File: config.mk
export PLATFORM = sky130hd
export DESIGN_NAME = lcb_responder
export DESIGN_NICKNAME = d
export VERILOG_FILES = /design/src/rtl/lcb_pkg.sv /design/src/rtl/lcb_uart_tx_byte.sv /design/src/rtl/lcb_responder.sv
export SDC_FILE = /design/constraint.sdc
export NUM_CORES = 1
export LEC_CHECK = 0
export CORE_MARGIN = 4
export CORE_UTILIZATION = 40
export CTS_CLUSTER_SIZE = 12
export DETAILED_ROUTE_END_ITERATION = 16
export HOLD_SLACK_MARGIN = 0.05
export SLEW_MARGIN = 20
export SYNTH_ARGS = -nofsm -noshare
export SYNTH_HDL_FRONTEND = slang
export SYNTH_SLANG_ARGS = --single-unit
File: constraint.sdc
create_clock -name clk -period 7.77 [get_ports clk]
set_input_delay 1.554 -clock clk [delete_from_list [all_inputs] [get_ports clk]]
set_output_delay 1.554 -clock clk [all_outputs]
set_load 0.01 [all_outputs]
File: src/rtl/lcb_pkg.sv
// Shared definitions for the LCB responder.
//   lcb_state_e : responder FSM states
//   LCB_SYNC    : default sync byte that leads request and response frames
//   CYC_W       : width of the cycle-number field carried in byte 1
package lcb_pkg;

  typedef enum logic [2:0] {
    ST_IDLE,
    ST_RECV,
    ST_TURN,
    ST_LOAD,
    ST_START,
    ST_DATA,
    ST_STOP,
    ST_GUARD
  } lcb_state_e;

  localparam logic [7:0] LCB_SYNC = 8'hA5;
  localparam int         CYC_W    = 5;

endpackage

File: src/rtl/lcb_uart_tx_byte.sv
// 8N1 byte serialiser, LSB first, CLK_DIV clock cycles per bit.
// Ports:
//   clk, reset : clock, asynchronous active-high reset
//   start_i    : load data_i and begin a byte; honoured only while ready_o=1
//   data_i     : byte to send
//   ready_o    : high when idle and during the final cycle of the stop bit, so
//                a start in that cycle chains the next byte with no idle gap
//   tx_o       : serial line, idles high
module lcb_uart_tx_byte #(
  parameter int CLK_DIV = 16
) (
  input  logic       clk,
  input  logic       reset,
  input  logic       start_i,
  input  logic [7:0] data_i,
  output logic       ready_o,
  output logic       tx_o
);

  localparam int              DIV_W    = (CLK_DIV > 1) ? $clog2(CLK_DIV) : 1;
  localparam logic [DIV_W-1:0] DIV_LAST = DIV_W'(CLK_DIV - 1);

  logic             act_q, act_d;
  logic [DIV_W-1:0] div_q, div_d;
  logic [3:0]       bit_q, bit_d;
  logic [9:0]       sr_q, sr_d;

  assign ready_o = !act_q || (bit_q == 4'd9 && div_q == DIV_LAST);
  assign tx_o    = act_q ? sr_q[0] : 1'b1;

  always_comb begin
    act_d = act_q;
    div_d = div_q;
    bit_d = bit_q;
    sr_d  = sr_q;
    if (start_i && ready_o) begin
      act_d = 1'b1;
      div_d = '0;
      bit_d = 4'd0;
      // frame = {stop, data, start}, shifted out from bit 0
      sr_d  = {1'b1, data_i, 1'b0};
    end else if (act_q) begin
      if (div_q == DIV_LAST) begin
        div_d = '0;
        if (bit_q == 4'd9) begin
          act_d = 1'b0;
        end else begin
          bit_d = bit_q + 4'd1;
          sr_d  = {1'b1, sr_q[9:1]};
        end
      end else begin
        div_d = div_q + 1'b1;
      end
    end
  end

  always_ff @(posedge clk or posedge reset) begin
    if (reset) begin
      act_q <= 1'b0;
      div_q <= '0;
      bit_q <= 4'd0;
    end else begin
      act_q <= act_d;
      div_q <= div_d;
      bit_q <= bit_d;
    end
  end

  // shift data needs no reset: tx_o is forced high whenever act_q is low
  always_ff @(posedge clk) begin
    sr_q <= sr_d;
  end

endmodule

File: src/rtl/lcb_responder.sv
// LCB-side responder for the RS-485 request/response link.
// Takes a request frame byte-by-byte from a UART RX, validates sync and XOR
// checksum, waits a turnaround gap, then sends a response frame (8N1) built
// from sync, cycle number, payload ROM bytes and checksum.
// Ports:
//   clk, reset       : clock, asynchronous active-high reset
//   rxData, rxValid  : received byte; one byte per rising edge of rxValid
//   rspAddr, rspData : payload ROM port (1-cycle read latency)
//   tx               : serial output, idles high
//   dirTX, dirRX     : RS-485 driver enable / receiver disable (identical)
//   cycleNum         : cycle field of the last accepted request
//   busy             : high outside IDLE and RECV
//   frameErr         : 1-cycle pulse on bad checksum or inter-byte timeout
module lcb_responder
  import lcb_pkg::*;
#(
  parameter int         REQ_BYTES  = 14,
  parameter int         RSP_BYTES  = 16,
  parameter logic [7:0] SYNC       = LCB_SYNC,
  parameter int         CLK_DIV    = 16,
  parameter int         TURNAROUND = 64,
  parameter int         GUARD      = 32,
  parameter int         TIMEOUT    = 400
) (
  input  logic             clk,
  input  logic             reset,
  input  logic [7:0]       rxData,
  input  logic             rxValid,
  output logic [4:0]       rspAddr,
  input  logic [7:0]       rspData,
  output logic             tx,
  output logic             dirTX,
  output logic             dirRX,
  output logic [CYC_W-1:0] cycleNum,
  output logic             busy,
  output logic             frameErr
);

  if (REQ_BYTES < 3 || RSP_BYTES < 3) begin : g_bad_len
    $error("lcb_responder: REQ_BYTES and RSP_BYTES must both be at least 3");
  end

  localparam int ADDR_W = 5;
  localparam int MAXB   = (REQ_BYTES > RSP_BYTES) ? REQ_BYTES : RSP_BYTES;
  localparam int IDX_W  = $clog2(MAXB + 1);
  localparam int TM_A   = (TURNAROUND > GUARD) ? TURNAROUND : GUARD;
  localparam int TM_MAX = (TM_A > TIMEOUT) ? TM_A : TIMEOUT;
  localparam int TM_W   = $clog2(TM_MAX + 1);

  localparam logic [IDX_W-1:0] REQ_LAST  = IDX_W'(REQ_BYTES - 1);
  localparam logic [IDX_W-1:0] RSP_LAST  = IDX_W'(RSP_BYTES - 1);
  localparam logic [TM_W-1:0]  TURN_LAST = TM_W'(TURNAROUND - 1);
  localparam logic [TM_W-1:0]  GRD_LAST  = TM_W'(GUARD - 1);
  localparam logic [TM_W-1:0]  TOUT_LAST = TM_W'(TIMEOUT - 1);

  lcb_state_e        state_q, state_d;
  logic [IDX_W-1:0]  idx_q, idx_d;
  logic [TM_W-1:0]   tmr_q, tmr_d;
  logic [7:0]        chk_q, chk_d;
  logic [CYC_W-1:0]  cand_q, cand_d;
  logic [CYC_W-1:0]  cyc_q, cyc_d;
  logic [ADDR_W-1:0] addr_q, addr_d;
  logic              dir_q, dir_d;
  logic              err_q, err_d;

  logic              rv_q, strb_q;
  logic [7:0]        rxb_q;

  logic              tx_start, tx_ready;
  logic [7:0]        tx_byte;

  assign rspAddr  = addr_q;
  assign dirTX    = dir_q;
  assign dirRX    = dir_q;
  assign cycleNum = cyc_q;
  assign frameErr = err_q;
  assign busy     = (state_q != ST_IDLE) && (state_q != ST_RECV);

  // Rising-edge detector: strb_q is high for one cycle per rxValid assertion,
  // however long rxValid is held.
  always_ff @(posedge clk or posedge reset) begin
    if (reset) begin
      rv_q   <= 1'b0;
      strb_q <= 1'b0;
    end else begin
      rv_q   <= rxValid;
      strb_q <= rxValid && !rv_q;
    end
  end

  always_ff @(posedge clk) begin
    if (rxValid && !rv_q) rxb_q <= rxData;
  end

  always_comb begin
    state_d  = state_q;
    idx_d    = idx_q;
    tmr_d    = tmr_q;
    chk_d    = chk_q;
    cand_d   = cand_q;
    cyc_d    = cyc_q;
    addr_d   = addr_q;
    dir_d    = dir_q;
    err_d    = 1'b0;
    tx_start = 1'b0;
    tx_byte  = rspData;

    case (state_q)
      ST_IDLE: begin
        tmr_d = '0;
        if (strb_q && rxb_q == SYNC) begin
          state_d = ST_RECV;
          idx_d   = IDX_W'(1);
          // checksum covers bytes 1..N-2 only, so the sync byte is not folded in
          chk_d   = 8'h00;
        end
      end

      ST_RECV: begin
        if (strb_q) begin
          tmr_d = '0;
          idx_d = idx_q + 1'b1;
          if (idx_q == REQ_LAST) begin
            if (rxb_q == chk_q) begin
              state_d = ST_TURN;
              cyc_d   = cand_q;
            end else begin
              state_d = ST_IDLE;
              err_d   = 1'b1;
            end
          end else begin
            chk_d = chk_q ^ rxb_q;
            if (idx_q == IDX_W'(1)) cand_d = rxb_q[CYC_W-1:0];
          end
        end else if (tmr_q == TOUT_LAST) begin
          state_d = ST_IDLE;
          err_d   = 1'b1;
        end else begin
          tmr_d = tmr_q + 1'b1;
        end
      end

      ST_TURN: begin
        if (tmr_q == TURN_LAST) begin
          state_d = ST_LOAD;
          tmr_d   = '0;
          idx_d   = '0;
          dir_d   = 1'b1;
        end else begin
          tmr_d = tmr_q + 1'b1;
        end
      end

      // rspAddr is already valid here; ROM data follows in ST_START
      ST_LOAD: state_d = ST_START;

      ST_START: begin
        if (idx_q == '0)           tx_byte = SYNC;
        else if (idx_q == IDX_W'(1)) tx_byte = {{(8 - CYC_W){1'b0}}, cyc_q};
        else if (idx_q == RSP_LAST)  tx_byte = chk_q;
        // Hand over in the serialiser's last stop-bit cycle so bytes abut.
        if (tx_ready) begin
          tx_start = 1'b1;
          if (idx_q == '0)             chk_d = 8'h00;
          else if (idx_q != RSP_LAST)  chk_d = chk_q ^ tx_byte;
          state_d = (idx_q == RSP_LAST) ? ST_STOP : ST_DATA;
        end
      end

      // a byte is in flight; prepare the next one while it shifts out
      ST_DATA: begin
        idx_d   = idx_q + 1'b1;
        state_d = ST_LOAD;
      end

      // last byte in flight; ready rises in its final stop-bit cycle
      ST_STOP: begin
        if (tx_ready) begin
          state_d = ST_GUARD;
          tmr_d   = '0;
        end
      end

      ST_GUARD: begin
        if (tmr_q == GRD_LAST) begin
          state_d = ST_IDLE;
          tmr_d   = '0;
          dir_d   = 1'b0;
        end else begin
          tmr_d = tmr_q + 1'b1;
        end
      end

      default: state_d = ST_IDLE;
    endcase

    if (state_d == ST_LOAD && idx_d >= IDX_W'(2) && idx_d < RSP_LAST)
      addr_d = ADDR_W'(idx_d - IDX_W'(2));
  end

  always_ff @(posedge clk or posedge reset) begin
    if (reset) begin
      state_q <= ST_IDLE;
      idx_q   <= '0;
      tmr_q   <= '0;
      cyc_q   <= '0;
      addr_q  <= '0;
      dir_q   <= 1'b0;
      err_q   <= 1'b0;
    end else begin
      state_q <= state_d;
      idx_q   <= idx_d;
      tmr_q   <= tmr_d;
      cyc_q   <= cyc_d;
      addr_q  <= addr_d;
      dir_q   <= dir_d;
      err_q   <= err_d;
    end
  end

  always_ff @(posedge clk) begin
    chk_q  <= chk_d;
    cand_q <= cand_d;
  end

  lcb_uart_tx_byte #(
    .CLK_DIV (CLK_DIV)
  ) u_tx (
    .clk     (clk),
    .reset   (reset),
    .start_i (tx_start),
    .data_i  (tx_byte),
    .ready_o (tx_ready),
    .tx_o    (tx)
  );

endmodule
# Yosys cells after proc, flatten, opt, wreduce, memory -nomap -nowiden
# Cells that the tools add are included.
[totals] reg_bits=70
[op_classes] add_sub_neg=5 magnitude_cmp=2 n_eq_ne=30 n_mux=59 bitwise=4 n_reduce_logical=25
[op_table] cell="$mux 8" count=11
[op_table] cell="$mux 9" count=9
[op_table] cell="$pmux 9 s5" count=1
[op_table] cell="$mux 4" count=7
[op_table] cell="$mux 3" count=8
[op_table] cell="$pmux 3 s8" count=1
[op_table] cell="$pmux 8 s3" count=1
[op_table] cell="$pmux 5 s4" count=1
[op_table] cell="$xor 8x8->8" count=2
[op_table] cell="$mux 5" count=3
[op_table] cell="$mux 1" count=14
[op_table] cell="$eq 3x3->1 const B" count=4
[op_table] cell="$ne 2x2->1 const B" count=6
[op_table] cell="$reduce_and 3->1" count=4
[op_table] cell="$eq 5x4->1 const B" count=2
[op_table] cell="$add 9x1->9 const B" count=1
[op_table] cell="$eq 3x2->1 const B" count=3
[op_table] cell="$eq 9x5->1 const B" count=1
[op_table] cell="$eq 9x6->1 const B" count=1
[op_table] cell="$eq 9x9->1 const B" count=1
[op_table] cell="$add 4x1->4 const B" count=2
[op_table] cell="$eq 4x4->1 const B" count=2
[op_table] cell="$eq 8x8->1" count=1
[op_table] cell="$eq 8x8->1 const B" count=1
[op_table] cell="other kinds (23)" count=38

# Logic depth before layout (Yosys ltp)
[depth] ltp_word=10 mapped_depth=12 ltp_nobuf=11

# Modules after synthesis
# From an unflattened synthesis, not the netlist that was laid out.
[hier_totals] cells_unflattened=394 area_unflattened_um2=4002.6
[modules_own_cells] mod="lcb_responder" n_inst=1 cells_per_inst=315 area_per_inst_um2=3076.7
[modules_own_cells] mod="lcb_uart_tx_byte" n_inst=1 cells_per_inst=79 area_per_inst_um2=925.9

# Worst setup path after synthesis
# OpenSTA, ideal clock, no wires.
[synth_path] kind="reg2reg" start="register tmr_q[0]" end="register addr_q[0], in the netlist rspAddr[0]" setup_ns=0.125 arrival_ns=2.577 required_ns=7.645 slack_ns=5.068 stages_incl_launch_ff=13 path_buffers=1 period_less_slack_ns=2.702 cell_sequence="dfrtp_1 ha_1 and3_1 clkbuf_1 nand4_1 and3_1 o21ba_2 inv_1 ha_1 nor3b_1 o21ai_1 nand3_2 mux2_4"
[synth_via] word_cells_on_any_way=16
[synth_lines] item="start, declared" line_no="lcb_responder.sv:58" source="logic [TM_W-1:0] tmr_q, tmr_d;"
[synth_lines] item="start signal, assigned" line_no="lcb_responder.sv:213" source="tmr_q <= tmr_d;"
[synth_lines] item="$eq 9x6->1 (*)" line_no="lcb_responder.sv:144" source="if (tmr_q == TURN_LAST) begin"
[synth_lines] item="$mux 5 (*)" line_no="lcb_responder.sv:144"
[synth_lines] item="$pmux 5 s4 (*)" line_no="lcb_responder.sv:108" source="case (state_q)"
[synth_lines] item="net idx_d[2]" line_no="lcb_responder.sv:57" source="logic [IDX_W-1:0] idx_q, idx_d;"
[synth_lines] item="$ge 5x2->1" line_no="lcb_responder.sv:197" source="if (state_d == ST_LOAD && idx_d >= IDX_W'(2) && idx_d < RSP_LAST)"
[synth_lines] item="$logic_and 1x1->1" line_no="lcb_responder.sv:197"
[synth_lines] item="$logic_and 1x1->1 (*)" line_no="lcb_responder.sv:197"
[synth_lines] item="end signal, assigned" line_no="lcb_responder.sv:215" source="addr_q <= addr_d;"
[synth_lines] item="end, declared" line_no="lcb_responder.sv:62" source="logic [ADDR_W-1:0] addr_q, addr_d;"
# Mark *: on every way through the listed nets, which the timed path passes. The rest lies on a longest branch.
# A chain may end at the register's enable or synchronous reset.

# Worst setup path after layout
[layout_path] start="register state_q[2]" end="output port busy"
[layout_via] elab_chain_len=2 word_cells_on_any_way=3
[layout_rtl] item="start, declared" line_no="lcb_responder.sv:56" source="lcb_state_e state_q, state_d;"
[layout_rtl] item="start signal, assigned" line_no="lcb_responder.sv:211" source="state_q <= state_d;"
[layout_rtl] item="$ne 3x1->1 / $reduce_bool 3->1 (equally long branches)" line_no="lcb_responder.sv:77" source="assign busy = (state_q != ST_IDLE) && (state_q != ST_RECV);"
[layout_rtl] item="$logic_and 1x1->1 (*)" line_no="lcb_responder.sv:77"
[layout_rtl] item="end, declared" line_no="lcb_responder.sv:35" source="output logic busy,"
# Every way passes the cells marked *; elsewhere a longest branch is shown, timed or not.

==> results.ini <==
[sta]
worst_pin_slew_ns = 0.942
maxSlewViolCount = 0
fin_crit_sh_pct = 43.5
finalHoldViolCount = 0
relSlewSlack_pct = 37.2
min_period_ns = 3.38
max_freq_mhz = 296
final.setup.tns_ns = 0
rsz0062_at_grt = no
setup_viol = 0
finalClockSkew_ns = 0.00833

[clock_network]
cts_buffer_depth = 2
post-cts-setup-buffers = 0
cts-root-buf = clkbuf_8
cts_hold_buf = 0
cts_buffers = 9
cts-htree-levels = 3
cts_num_sinks = 70
clkTransAtPathRegs_ns = 0.08
cts_tree = yes
insertion_delay_ns = 0.35
cts.repair.resized = 0

[finish]
fillCellCount = 940
antennaDiodeCount = 0
drive_gt1_share_pct = 9.23
area_growth_pct = 16.2
final_net_count = 425
fin_cells = 530

[power_and_ir_drop]
pwr-share-comb_pct = 9.9
p_per_area_nw_per_um2 = 171
power_frac_clock_pct = 38.1
power.switching_mw = 0.199
p_leak_nw = 1.70
irDropWorstVdd_uv = 80.4
seqPwrFrac_pct = 52.0
p_int_mw = 0.563
switching_share_pct = 26.1
total_power_mw = 0.761

[route]
drtIter0Drc = 236
num_vias = 2973
wl_per_cell_um = 16.8
drtAntennaViolNets = 0
drc = 0
routed_wirelength_um = 8890
first_pass_iters = 5
vias_per_cell = 5.61

[grt]
grt_max_degree = 41
grt_pass1_wl_um = 14800
grt_pass1_vias = 2880
overflow = 0
antenna_found_initial = 0
grt_usage_pct = 16.4

[die]
start_util_pct = 41.3
core-area_um2 = 9280
rows = 35
die_height_um = 106
die_x_um = 106
ios = 34
die-area_um2 = 11200

[setup_path]
cp_slowest_stage_delay_ns = 0.58
worstSetupPathType = reg2out
cp_slowest_cell = dfrtp_1
worstPathCellList = or2_2 > clkdlybuf4s50_1
end_kind = output port
worstPathRequired_ns = 6.22
cp.arrival_ns = 1.83
reg2reg_depth = 10
path_max_fanout = 15
startpoint_type = flip-flop

[yosys]
synth_edf_count = 29
syn_nets = 394
ys.flop_type = dfrtp_1
ys_types = 69
seq_area_frac_synth_pct = 49.3
synthArstFlopShare_pct = 57.1
yosysWarnings = 0
ys_seq_elements = 70
syn-instance-count = 365
syn_area_um2 = 3840
syn_avg_cell_area_um2 = 10.5

[worst_hold_path]
whs_path_depth = 1
holdCritPathClass = reg2reg

[placement]
gp_congestion = 0.799
place_inst = 514
dp_hpwl_um = 6330
port_buffers = 33

[status]
status = finished clean

[job]
drv_cap = 0

==> per-stage QoR <==
step	area (um2)	hold WS (ns)	util (%)	setup WS, ns
after CTS	4460	0.490	48.0	4.39
after global placement	4270	0.457	46.0	4.66
after floorplan	3840	0.451	-	5.07
after global routing	4460	0.502	48.0	4.30
after detailed placement	4270	0.472	46.0	4.63
final	4460	0.485	48.0	4.39
==> path summary, 6_finish.rpt <==
check	startpoint	endpoint	slack, ns
min in group asynchronous	reset	tmr_q[2]	1.65
worst min-delay path	cand_q[2]	cycleNum[2]	0.48
worst max register to register	state_q[0]	rspAddr[0]	4.65
worst max-delay path	state_q[2]	busy	4.39
worst min register to register	cand_q[2]	cycleNum[2]	0.48
max in group asynchronous	reset	idx_q[2]	5.75
==> synth_stat cells, drive strengths merged (4+ instances only) <==
cell	n	share of area, %
dfrtp	40	26
a211oi	5	0.98
a22o	7	1.6
mux2	7	2.2
nand2b	6	0.98
ha	10	3.3
clkbuf	9	0.91
mux2i	10	2.6
nor2	27	2.7
nand2	30	2.9
a21oi	18	2.3
or2	6	0.98
and3	7	1.1
inv	11	1.1
nor3	5	0.95
nand3	9	1.4
nand4	6	0.98
o22a	7	1.6
edfxtp	29	23
a221oi	7	1.6
xnor2	9	2.1
o31ai	4	0.91
buf	5	0.85
a31oi	10	1.6
o21ai	29	3.8
==> final cells by class <==
class                           instances  area [um2]  share of cell area, %
Timing Repair Buffer                   34         338                   7.58
Sequential cell                        70        1890                   42.4
Clock inverter                          6        62.6                   1.40
Multi-Input combinational cell        268        1830                   41.0
Tap cell                              129         161                   3.62
Inverter                               13        48.8                   1.09
Clock buffer                           10         128                   2.86
==> power by group through the flow <==
stage          clock (mW)  sequential, mW  combinational [mW]
2_1_floorplan           0           0.401              0.0483
3_3_place_gp            0           0.403              0.0746
3_5_place_dp            0           0.404              0.0755
4_1_cts             0.298           0.396              0.0757
5_1_grt             0.319           0.397              0.0831
6_report            0.290           0.396              0.0753
==> placed cells by master, fill, tap and decap left out, types with 7 or more instances in the layout <==
cell type / instances
dfrtp_1: 40
clkdlybuf4s50_1: 33
nand2_1: 30
edfxtp_1: 29
nor2_1: 26
o21ai_0: 21
a21oi_1: 18
a31oi_1: 10
inv_1: 10
mux2i_1: 10
ha_1: 10
xnor2_1: 9
clkbuf_8: 9
o21ai_1: 8
and3_1: 7
nand3_1: 7
a22o_1: 7
o22a_1: 7
a221oi_1: 7
==> cell families (layout without fill, tap and decap cells) <==
logic type                 count (synthesis)  count (layout)  synth area share, %
xor gates and xnor gates                  11              11                 2.51
AOI/OAI and AO/OA                        109             109                 19.1
muxes                                     17              17                 4.76
and+or+nand+nor                          121             121                 18.0
DFF                                       70              70                 49.3
adders and majority gates                 10              10                 3.26
buffers and inverters                     27              63                 3.03
==> layer usage <==
metal	up-vias	wire length (um)	global-route usage, %
met2	72	4220	25.8
li1	1447	-	-
met3	10	341	2.43
met5	-	0	0
met1	1444	4200	23.3
met4	0	132	5.55
==> registers in the layout, summed over array words and instances (netlist names), 3 cells and up <==
signal and count:
cand_q 5, chk_q 8, cycleNum 5, idx_q 5, rspAddr 5, rxb_q 8
state_q 3, tmr_q 9, u_tx.bit_q 4, u_tx.div_q 4, u_tx.sr_q 9
==> worst max-delay path, delay by kind of cell (launching register included) <==
kind / cells / cell delay [ns]
buffers and inverters: 1 / 0.49
and+or+nand+nor: 1 / 0.42
DFF: 1 / 0.58
No activity file was read; power rests on OpenSTA's default activity.
